--- src/rtl/pwm_seq_ctrl.sv ---
// Step-table sequencer for the PWM counter fre/duty inputs; retunes only on period wrap.
// Optional macro PWM_SEQ_IRQ_EN adds a sticky completion interrupt (irq/irq_clr).
module pwm_seq_ctrl #(
    parameter int         DEPTH     = 8,
    parameter int         AW        = 3,
    parameter logic [1:0] IDLE_FRE  = 2'd0,
    parameter logic [2:0] IDLE_DUTY = 3'd7
) (
    input  logic          iClk,
    input  logic          iReset_n,
    input  logic          wr_en,
    input  logic [AW-1:0] wr_addr,
    input  logic [12:0]   wr_data,
    input  logic [AW-1:0] last_idx,
    input  logic          loop_en,
    input  logic          start,
    input  logic          stop,
`ifdef PWM_SEQ_IRQ_EN
    input  logic          irq_clr,
    output logic          irq,
`endif
    output logic [1:0]    fre_o,
    output logic [2:0]    duty_o,
    output logic          busy,
    output logic [AW-1:0] step_idx,
    output logic          period_tick,
    output logic          done
);

    typedef enum logic {IDLE, RUN} state_t;

    state_t        state, state_n;
    logic [12:0]   tbl [DEPTH];
    logic [5:0]    ph, len;
    logic          wrap;
    logic [7:0]    rep_cnt, rep_n;
    logic          start_pend, start_pend_n;
    logic          stop_pend, stop_pend_n;
    logic [1:0]    fre_n;
    logic [2:0]    duty_n;
    logic [AW-1:0] idx_n, load_idx;
    logic          load, done_n;
    logic [12:0]   entry;

    always_ff @(posedge iClk) begin
        if (wr_en) tbl[wr_addr] <= wr_data;
    end

    always_comb begin
        len = 6'd5;
        unique case (fre_o)
            2'd0: len = 6'd5;
            2'd1: len = 6'd10;
            2'd2: len = 6'd25;
            2'd3: len = 6'd50;
        endcase
    end

    assign wrap        = (ph == len - 6'd1);
    assign period_tick = wrap;
    assign busy        = (state == RUN);

    always_comb begin
        state_n  = state;
        fre_n    = fre_o;
        duty_n   = duty_o;
        idx_n    = step_idx;
        rep_n    = rep_cnt;
        done_n   = 1'b0;
        load     = 1'b0;
        load_idx = '0;
        if (wrap) begin
            unique case (state)
                IDLE: begin
                    if (start_pend) begin
                        state_n = RUN;
                        idx_n   = '0;
                        load    = 1'b1;
                    end
                end
                RUN: begin
                    if (stop_pend) begin
                        state_n = IDLE;
                        fre_n   = IDLE_FRE;
                        duty_n  = IDLE_DUTY;
                    end else if (rep_cnt != 8'd0) begin
                        rep_n = rep_cnt - 8'd1;
                    end else if (step_idx != last_idx) begin
                        idx_n    = step_idx + 1'b1;
                        load_idx = step_idx + 1'b1;
                        load     = 1'b1;
                    end else if (loop_en) begin
                        idx_n = '0;
                        load  = 1'b1;
                    end else begin
                        state_n = IDLE;
                        fre_n   = IDLE_FRE;
                        duty_n  = IDLE_DUTY;
                        idx_n   = '0;
                        done_n  = 1'b1;
                    end
                end
            endcase
        end
        // Table read is combinational so the edge loads pre-write contents.
        entry = tbl[load_idx];
        if (load) begin
            fre_n  = entry[4:3];
            duty_n = entry[2:0];
            rep_n  = entry[12:5];
        end
    end

    always_comb begin
        start_pend_n = start_pend;
        stop_pend_n  = stop_pend;
        if (state == IDLE) begin
            stop_pend_n = 1'b0;
            if (wrap && start_pend) start_pend_n = 1'b0;
            else if (stop)          start_pend_n = 1'b0;
            else if (start)         start_pend_n = 1'b1;
        end else begin
            start_pend_n = 1'b0;
            if (wrap)      stop_pend_n = (state_n == RUN) && stop;
            else if (stop) stop_pend_n = 1'b1;
        end
    end

    always_ff @(posedge iClk or negedge iReset_n) begin
        if (!iReset_n) begin
            state      <= IDLE;
            ph         <= 6'd0;
            fre_o      <= IDLE_FRE;
            duty_o     <= IDLE_DUTY;
            step_idx   <= '0;
            rep_cnt    <= 8'd0;
            start_pend <= 1'b0;
            stop_pend  <= 1'b0;
            done       <= 1'b0;
        end else begin
            state      <= state_n;
            ph         <= wrap ? 6'd0 : ph + 6'd1;
            fre_o      <= fre_n;
            duty_o     <= duty_n;
            step_idx   <= idx_n;
            rep_cnt    <= rep_n;
            start_pend <= start_pend_n;
            stop_pend  <= stop_pend_n;
            done       <= done_n;
        end
    end

`ifdef PWM_SEQ_IRQ_EN
    always_ff @(posedge iClk or negedge iReset_n) begin
        if (!iReset_n)    irq <= 1'b0;
        else if (done_n)  irq <= 1'b1;
        else if (irq_clr) irq <= 1'b0;
    end
`endif

endmodule

--- config.mk ---
export PLATFORM = sky130hd
export DESIGN_NAME = pwm_seq_ctrl
export DESIGN_NICKNAME = d
export VERILOG_FILES = /design/src/rtl/pwm_seq_ctrl.sv
export SDC_FILE = /design/constraint.sdc
export NUM_CORES = 1
export LEC_CHECK = 0
export CORE_ASPECT_RATIO = 2
export CORE_MARGIN = 5
export CORE_UTILIZATION = 25
export CTS_CLUSTER_DIAMETER = 60
export DETAILED_ROUTE_END_ITERATION = 6
export PLACE_DENSITY_LB_ADDON = 0.1
export SLEW_MARGIN = 10
export SYNTH_ARGS = -nofsm -noshare
export SYNTH_HDL_FRONTEND = slang
export SYNTH_SLANG_ARGS = --single-unit
--- constraint.sdc ---
create_clock -name iClk -period 2.7 [get_ports iClk]
set_input_delay 0.675 -clock iClk [delete_from_list [all_inputs] [get_ports iClk]]
set_output_delay 0.675 -clock iClk [all_outputs]
set_load 0.03 [all_outputs]
# After elaboration in Yosys (flattened, before gate mapping)
# Memories as Yosys holds them, arrays and structs flattened.
# Cells that the tools add are included.
[op_classes]
bitwise = 1
muxes = 56
n_reduce_logical = 11
n_eq_ne = 13
add_sub_neg = 4
[ops]
columns = ["cell", "count"]
rows = [
  ["3-bit 2-to-1 mux", 15],
  ["8-bit 2-to-1 mux", 5],
  ["1-bit 2-to-1 mux", 24],
  ["6-bit one-hot mux with 4 select lines", 1],
  ["2-bit 2-to-1 mux", 7],
  ["4-bit AND reduction", 2],
  ["8-bit nonzero test", 1],
  ["8-bit by 1-bit subtractor with 8-bit output, second input constant", 1],
  ["6-bit by 1-bit adder with 6-bit output, second input constant", 1],
  ["6-bit equality test", 1],
  ["6-bit 2-to-1 mux", 1],
  ["2-bit inequality test, second input constant", 3],
  ["3-bit inequality test, second input constant", 2],
  ["3-bit one-hot mux with 2 select lines", 1],
  ["2-bit nonzero test", 3],
  ["6-bit by 1-bit subtractor with 6-bit output, second input constant", 1],
  ["5-bit AND reduction", 1],
  ["2-bit equality test, second input constant", 2],
  ["1-bit one-hot mux with 2 select lines", 2],
  ["4-bit nonzero test", 1],
  ["3-bit by 1-bit adder with 3-bit output, second input constant", 1],
  ["3-bit by 1-bit inequality test with 1-bit output, second input constant", 1],
  ["3-bit by 2-bit inequality test with 1-bit output, second input constant", 1],
  ["3-bit inequality test", 1],
  ["other kinds (5)", 6],
]
[totals]
wordCells = 95
register_bits = 26
output_inout_bits = 11
n_memories = 1
ramBits = 104
[mem_list]
columns = ["memory", "words", "width", "read_ports", "rd_ports_with_merged_regs", "wr", "line_no", "rtl"]
rows = [
  ["tbl", 8, 13, 1, 0, 1, "33", "logic [12:0] tbl [DEPTH];"],
]

# Depth between registers and ports, before layout
[depth]
depth_word = 9
mapped_depth = 12
mapped_depth_nobuf = 10

# Worst setup path after synthesis
# Ideal clock, no wire load.
[synth_path]
path_kind = "register to register"
from = "register fre_o[0]"
to = "register rep_cnt[7]"
path_stages_with_launch = 11
path_buffers = 1
synth_period_minus_slack_ps = 2857
setup_time_ps = 124
required_ps = 2576
t_arrival_ps = 2733
path_slack_ps = -157
cell_sequence = "dfrtp_1 -> inv_1 -> ha_1 -> or4_1 -> o211ai_2 -> nand4_2 -> buf_6 -> nor3_2 -> mux2_4 -> o211a_1 -> a211o_1"
[synth_via]
elab_chain_cells = 7
word_cells_on_any_way = 16
cone_classes = "add/sub: 1; eq/ne: 5; mux: 4; reduce/logical: 5; memory: 1"
[synth_lines]
columns = ["element", "line_no", "rtl"]
rows = [
  ["start: declaration", "22", "output logic [1:0] fre_o,"],
  ["start signal: assignment", "143", "fre_o <= fre_n;"],
  ["2-bit equality test, or another cell as far along", "51", "unique case (fre_o)"],
  ["6-bit one-hot mux with 4 select lines (*)", "51", ""],
  ["6-bit by 1-bit subtractor with 6-bit output (*)", "59", "assign wrap = (ph == len - 6'd1);"],
  ["6-bit equality test (*)", "59", ""],
  ["3-bit 2-to-1 mux or 1-bit 2-to-1 mux (tied branches)", "72", "if (wrap) begin"],
  ["memory read 8 x 13 bit, or another cell as far along", "n/a", ""],
  ["8-bit 2-to-1 mux or 4-bit AND reduction (tied branches)", "n/a", ""],
  ["end signal: assignment", "146", "rep_cnt <= rep_n;"],
  ["end: declaration", "36", "logic [7:0] rep_cnt, rep_n;"],
]
# Mark *: on every way between the ends. The rest lies on a longest branch, timed or not.
# A chain may end at the register's enable or synchronous reset.

# Worst setup path after layout
[layout_path]
from = "register fre_o[0]"
to = "output period_tick"
[layout_via]
elab_chain_cells = 4
word_cells_on_any_way = 7
cone_classes = "add/sub: 1; eq/ne: 4; mux: 1; reduce/logical: 1"
[layout_lines]
columns = ["element", "line_no", "rtl"]
rows = [
  ["2-bit equality test, or another cell as far along", "51", ""],
  ["6-bit one-hot mux with 4 select lines (*)", "51", ""],
  ["6-bit by 1-bit subtractor with 6-bit output (*)", "59", ""],
  ["6-bit equality test (*)", "59", ""],
  ["end: declaration", "26", "output logic period_tick,"],
]
# Marked as above.

==> results_dict.tcl <==
set metrics [dict create \
    status "finished with violations" \
    failed_checks "negative setup slack" \
    avgRoutedWirePerCell_um 19.8 \
    cp-end-kind "primary output" \
    fin_area_mm2 0.00780 \
    die_h_um 224 \
    min_period_ns 2.92 \
    hold_path.class "flop to flop" \
    cts_buffers 17 \
    synth_seq_cells 130 \
    cts_tree "yes" \
    yosysWarnings 0 \
    worstSetupStartpointType "flop" \
    grt_max_degree 27 \
    drive_gt1_share_pct 28.4 \
    ant_nets 0 \
    place_area_mm2 0.00690 \
    final_hold_viol_count 0 \
    dpl.hpwl_mm 12.1 \
    dr_total_vias 3880 \
    setup_violations 10 \
    path_cells "ha_4 > buf_6 > or3_1 > a211o_1 > nand4_4 > inv_6 > buf_6 > buf_6" \
    cp.required_ns 2.03 \
    p_leak_nw 2.94 \
    num_io_pins 36 \
    startpoint "fre_o[0]" \
    synthToLayoutAreaGrowth_pct 35.7 \
    relSlewSlack_pct 69.6 \
    syn_area_mm2 0.00575 \
    synth_cells 426 \
    synthesis.nets 460 \
    tightest_slew_ns 0.452 \
    crit_type "flop to primary output" \
    drc 0 \
    gp_congestion 0.787 \
    cap_violations 0 \
    synth_area_leaders "edfxtp_1 (54%), dfrtp_1 (10%), mux2i_1 (3.8%)" \
    grt_pass1_vias 4245 \
    worst_slack_ns -0.218 \
    antenna_found_initial 0 \
    vias_per_cell 4.64 \
    start_util_pct 25.3 \
    cts.sinks 130 \
    r2r_start "fre_o[0]" \
    synth_top_area_share_pct 54.3 \
    cts_max_path_buffers 2 \
    cp_max_fo 4 \
    synth.distinct_cells 63 \
    yosys.area.top_type "edfxtp_1" \
    ir_worst_vdd_v 0.000400 \
    overflow 0 \
    cts.hold.buffers_added 0 \
    core_area_mm2 0.0227 \
    clk_latency_ns 0.42 \
    wl_mm 16.6 \
    fmax_mhz 343 \
    place_inst 794 \
    drt_iter0_drc 176 \
    cpPeakStageDelay_ns 0.48 \
    die-area_mm2 0.0263 \
    drtPass1Iterations 6 \
    die_x_um 117 \
    post-route-util_pct 34.3 \
    clk_pin_slew_worst_paths_ns 0.06 \
    cts-root-buf "clkbuf_16" \
    hp-start "ph[0]" \
    report.final.slew_viol_count 0 \
    finalNetCount 578 \
    yosysSeqAreaShare_pct 65.7 \
    cp.arrival_ns 2.24 \
    cpMaxStageDelayCell "dfrtp_2" \
    synth_edf_count 104 \
    whs_ns 0.511 \
    grt_setup_unrepaired "yes" \
    syn_area_per_cell_um2 13.5 \
    diodes 0 \
    htree_levels 4 \
    final.setup.tns_ns -0.706 \
    stdcell_count 837 \
    grt_usage_pct 13.4 \
    synth_top_flop_cell "edfxtp_1" \
    rows 78 \
    grt_pass1_wl_mm 25.3 \
    io_buffers 35 \
    skew_ns 0.00670 \
    async_reset_ff_share_pct 20.0 \
    finalCritPeriodShare_pct 108 \
    cpMostUsedCell "buf_6" \
    power_density_mw_per_mm2 610 \
]
## report_power, final
group          internal (mW)  leakage, nW  switching (mW)
clock network           1.47        0.293           0.921
registers               2.22         1.24          0.0125
logic                 0.0568         1.40          0.0783
## registers in the layout (all words and copies together) (netlist names)
| name | count |
|---|---|
| tbl | 104 |
| rep_cnt | 8 |
| ph | 6 |
| duty_o | 3 |
| step_idx | 3 |
| fre_o | 2 |
| busy | 1 |
| done | 1 |
| start_pend | 1 |
| stop_pend | 1 |
## cells in the mapped netlist, types with 5 or more instances
library cell / number
xor2_1: 11
dfrtp_1: 23
o22ai_1: 8
mux2i_1: 22
nor2_1: 38
nor4_1: 5
edfxtp_1: 104
inv_1: 8
a21oi_1: 23
mux2_2: 5
nor2b_1: 6
a31oi_1: 6
o21ai_0: 15
clkbuf_1: 9
nand2b_1: 8
o211ai_1: 11
ha_1: 9
nand3_1: 10
nor3_1: 6
nand2_1: 22
## critical path: cells and delay by family (launching register included)
family | cells | cell delay, ns
flip-flops | 1 | 0.48
AND/OR/NAND/NOR | 2 | 0.48
AO/OA/AOI/OAI | 1 | 0.30
buffers and inverters | 4 | 0.39
adder cells (fa/ha/maj) | 1 | 0.19
## cell usage in the layout (no fill, tap or decap), drive strengths merged, types with 4 or more instances in the layout
master and instances:
ha 9, nor2 39, edfxtp 104, inv 13, a31oi 6, buf 82, a21oi 23, xor2 11
o211ai 12, nor2b 6, or3 4, o21ai 16, nand3 10, mux2 6, nor4 7, clkbuf 18
mux2i 22, nand2b 8, o22a 4, nor3 9, clkdlybuf4s50 34, and2 4, o22ai 8, clkinv 5
dfrtp 23, nand2 23
## area by class of cell
class | instances | area (um2)
Sequential cell | 130 | 3780
Multi-Input combinational cell | 270 | 1980
Fill cell | 2280 | 14900
Clock buffer | 18 | 429
Timing Repair Buffer | 116 | 1040
Inverter | 9 | 43.8
Clock inverter | 14 | 179
Tap cell | 280 | 350
## logic make-up after synthesis
kind of cell | share of synthesized area, %
compound gates | 11.2
xor+xnor | 2.13
fa+ha+maj | 1.96
buf+inv | 2.39
flops | 65.7
mux | 5.07
simple gates | 11.5
## through the flow
stage | power [mW] | setup slack, ns
after floorplan | 2.31 | 0.00951
after global placement | 2.41 | -0.331
after detailed placement | 2.41 | -0.319
after CTS | 4.82 | -0.267
after global routing | 4.92 | -0.310
final | 4.76 | -0.218
## per-layer routing
metal | vias to the layer above | wire [um] | GRT usage (%)
met5 | - | 0 | 0
met1 | 1923 | 6230 | 14.2
met2 | 60 | 9490 | 25.0
met4 | 0 | 430 | 4.93
met3 | 21 | 417 | 2.85
li1 | 1876 | - | -
## final timing paths
check | depth (start not counted) | slack, ns | end
max | 8 | -0.22 | period_tick
min | 1 | 0.51 | ph[0]
max in group asynchronous | 2 | 1.71 | duty_o[0]
min reg2reg | 1 | 0.51 | ph[0]
min in group asynchronous | 2 | 0.66 | ph[2]
max reg2reg | 11 | -0.20 | rep_cnt[7]
## repair_timing
item / in CTS / in global routing
buffers inserted: 12 / 0
pin swaps: 25 / 4
cloned: 0 / 0
endpoints found under the setup margin: 14 / 16
resized for setup: 40 / 8
No activity file was read; power rests on OpenSTA's default activity.
==> RTL edit (same settings) <==
Put a register stage on the outputs `busy` and `period_tick`, with the module's reset. The values now appear one clock later. The other outputs are not delayed to match.
--- a/src/rtl/pwm_seq_ctrl.sv
+++ b/src/rtl/pwm_seq_ctrl.sv
@@ -58,6 +58,13 @@
 
     assign wrap        = (ph == len - 6'd1);
-    assign period_tick = wrap;
-    assign busy        = (state == RUN);
+    always_ff @(posedge iClk or negedge iReset_n) begin
+        if (!iReset_n) begin
+            busy        <= '0;
+            period_tick <= '0;
+        end else begin
+            busy        <= (state == RUN);
+            period_tick <= wrap;
+        end
+    end
 
     always_comb begin
Behaviour: not the same (a bounded check fails within 10 cycles, from zero or initial values and one cycle with iReset_n low).
==> RTL edit against the unedited design <==
  * The flow still finishes with violations (negative setup slack)
  * Wire length shrank 2.0%
  * Sequential cell count grew 2
  * Final area shrank 1.3%
  * Final cell count shrank 2.0%
  * Register-to-register slack gained 0.14 ns
  * Power grew 6.9%
  * Synthesized area shrank 0.26%
  * Setup slack gained 0.16 ns
  * Largest cell class unchanged
==> RTL edit: results (changes against the unedited design) <==
metric,value,unit,change
initialDrtViolationCount,136,,-23%
arrival,3.06,ns,+0.82 ns
routed_via_density,4.66,,+0.57%
pre_cts_ws,-0.214,ns,+0.105 ns
routabilityCongestion,0.797,,+1.2%
fin_ws,-0.0591,ns,+0.159 ns
seq_area_frac_synth,0.667,,+0.0104
tns,-0.0591,ns,+0.647 ns
dpl-instance-area,6820,um2,-1.1%
power.leakage,2.76,nW,-6.0%
drive_gt1_frac,0.252,,-0.0318
synthTopCellsByCount,"edfxtp_1 (104), nor2_1 (36), a21oi_1 (28), dfrtp_1 (25), mux2i_1 (23)",,
critPathMaxStageDelay,0.51,ns,+0.03 ns
crit_family,simple AND/OR/NAND/NOR gates,,
status,"finished, violations left",,
grtUsageTotal,0.129,,-0.00453
violations,negative setup slack,,
grt_pass1_wl,24300,um,-4.3%
place_inst,782,,-1.5%
grt_max_degree,46,,+70%
ys_types,57,,-9.5%
instances_no_fill,820,,-2.0%
crit_path_top_delay_cell,or4_4,,
wl_per_cell,19.8,um,about the same
synth.area.top_cells,"edfxtp_1 (54%), dfrtp_1 (11%), mux2i_1 (4.0%), a21oi_1 (2.4%), nor2_1 (2.4%)",,
sw_frac_of_total,0.188,,-0.0244
setup_viol,1,,-9
peakVddDrop,0.395,mV,-1.3%
syn_area_per_cell,13.5,um2,-0.26%
[RTL edit: cell count changes after synthesis, moves of 3 or more]
cell / before / now
a21oi_1: 23 / 28
and3_1: 3 / 6
buf_2: 2 / 6
buf_6: 4 / 0
nor2b_1: 6 / 11
o21ai_0: 15 / 9
o21ai_1: 0 / 4
xnor2_1: 3 / 8
xor2_1: 11 / 6
[RTL edit: path summary, 6_finish.rpt]
path | from | endpoint | slack, ns | cells after the start
worst max-delay path | fre_o[1]$_DFFE_PN0P_ | rep_cnt[7]$_DFFE_PN0P_ | -0.06 | 11
worst min-delay path | tbl[1][11]$_DFFE_PP_ | rep_cnt[6]$_DFFE_PN0P_ | 0.50 | 2
worst max register to register | fre_o[1]$_DFFE_PN0P_ | rep_cnt[7]$_DFFE_PN0P_ | -0.06 | 11
worst min register to register | tbl[1][11]$_DFFE_PP_ | rep_cnt[6]$_DFFE_PN0P_ | 0.50 | 2
max in group asynchronous | iReset_n | duty_o[2]$_DFFE_PN1P_ | 1.71 | 2
min in group asynchronous | iReset_n | ph[4]$_DFF_PN0_ | 0.66 | 2
[RTL edit: layer usage]
metal / vias up / wire (um) / track usage
li1: 1822 / - / -
met1: 1901 / 6100 / 0.137
met2: 70 / 9280 / 0.239
met3: 30 / 442 / 0.0270
met4: 0 / 420 / 0.0556
met5: - / 0 / 0
[RTL edit: area by class of cell]
class	instances	area [um2]	share of cell area
Multi-Input combinational cell	270	1920	0.249
Tap cell	280	350	0.0455
Clock buffer	18	429	0.0557
Sequential cell	132	3830	0.498
Timing Repair Buffer	99	887	0.115
Clock inverter	13	253	0.0328
Inverter	8	30.0	0.00390
[RTL edit: kinds of logic (layout without fill, tap and decap cells)]
| logic type | after synthesis | in the layout | synth area share |
|---|---|---|---|
| and+or+nand+nor | 126 | 126 | 0.114 |
| xor gates and xnor gates | 14 | 14 | 0.0214 |
| muxes | 29 | 29 | 0.0519 |
| DFF | 132 | 132 | 0.667 |
| adders and majority gates | 9 | 9 | 0.0196 |
| buffers and inverters | 24 | 138 | 0.0177 |
| AOI/OAI and AO/OA | 92 | 92 | 0.108 |
[RTL edit: what timing repair did]
action | CTS | global route
gates cloned | 0 | 1
pin swaps | 0 | 11
setup buffers | 3 | 3
gates resized for setup | 6 | 29
setup endpoints to repair | 8 | 11
hold buffers | 0 | 0
[RTL edit: power by group through the flow]
stage	sequential [mW]	combinational, mW	clock (mW)
finish	2.26	0.131	2.69
global route	2.27	0.145	2.82
CTS	2.26	0.136	2.75
detailed placement	2.31	0.135	0
global placement	2.30	0.133	0
floorplan	2.30	0.0366	0
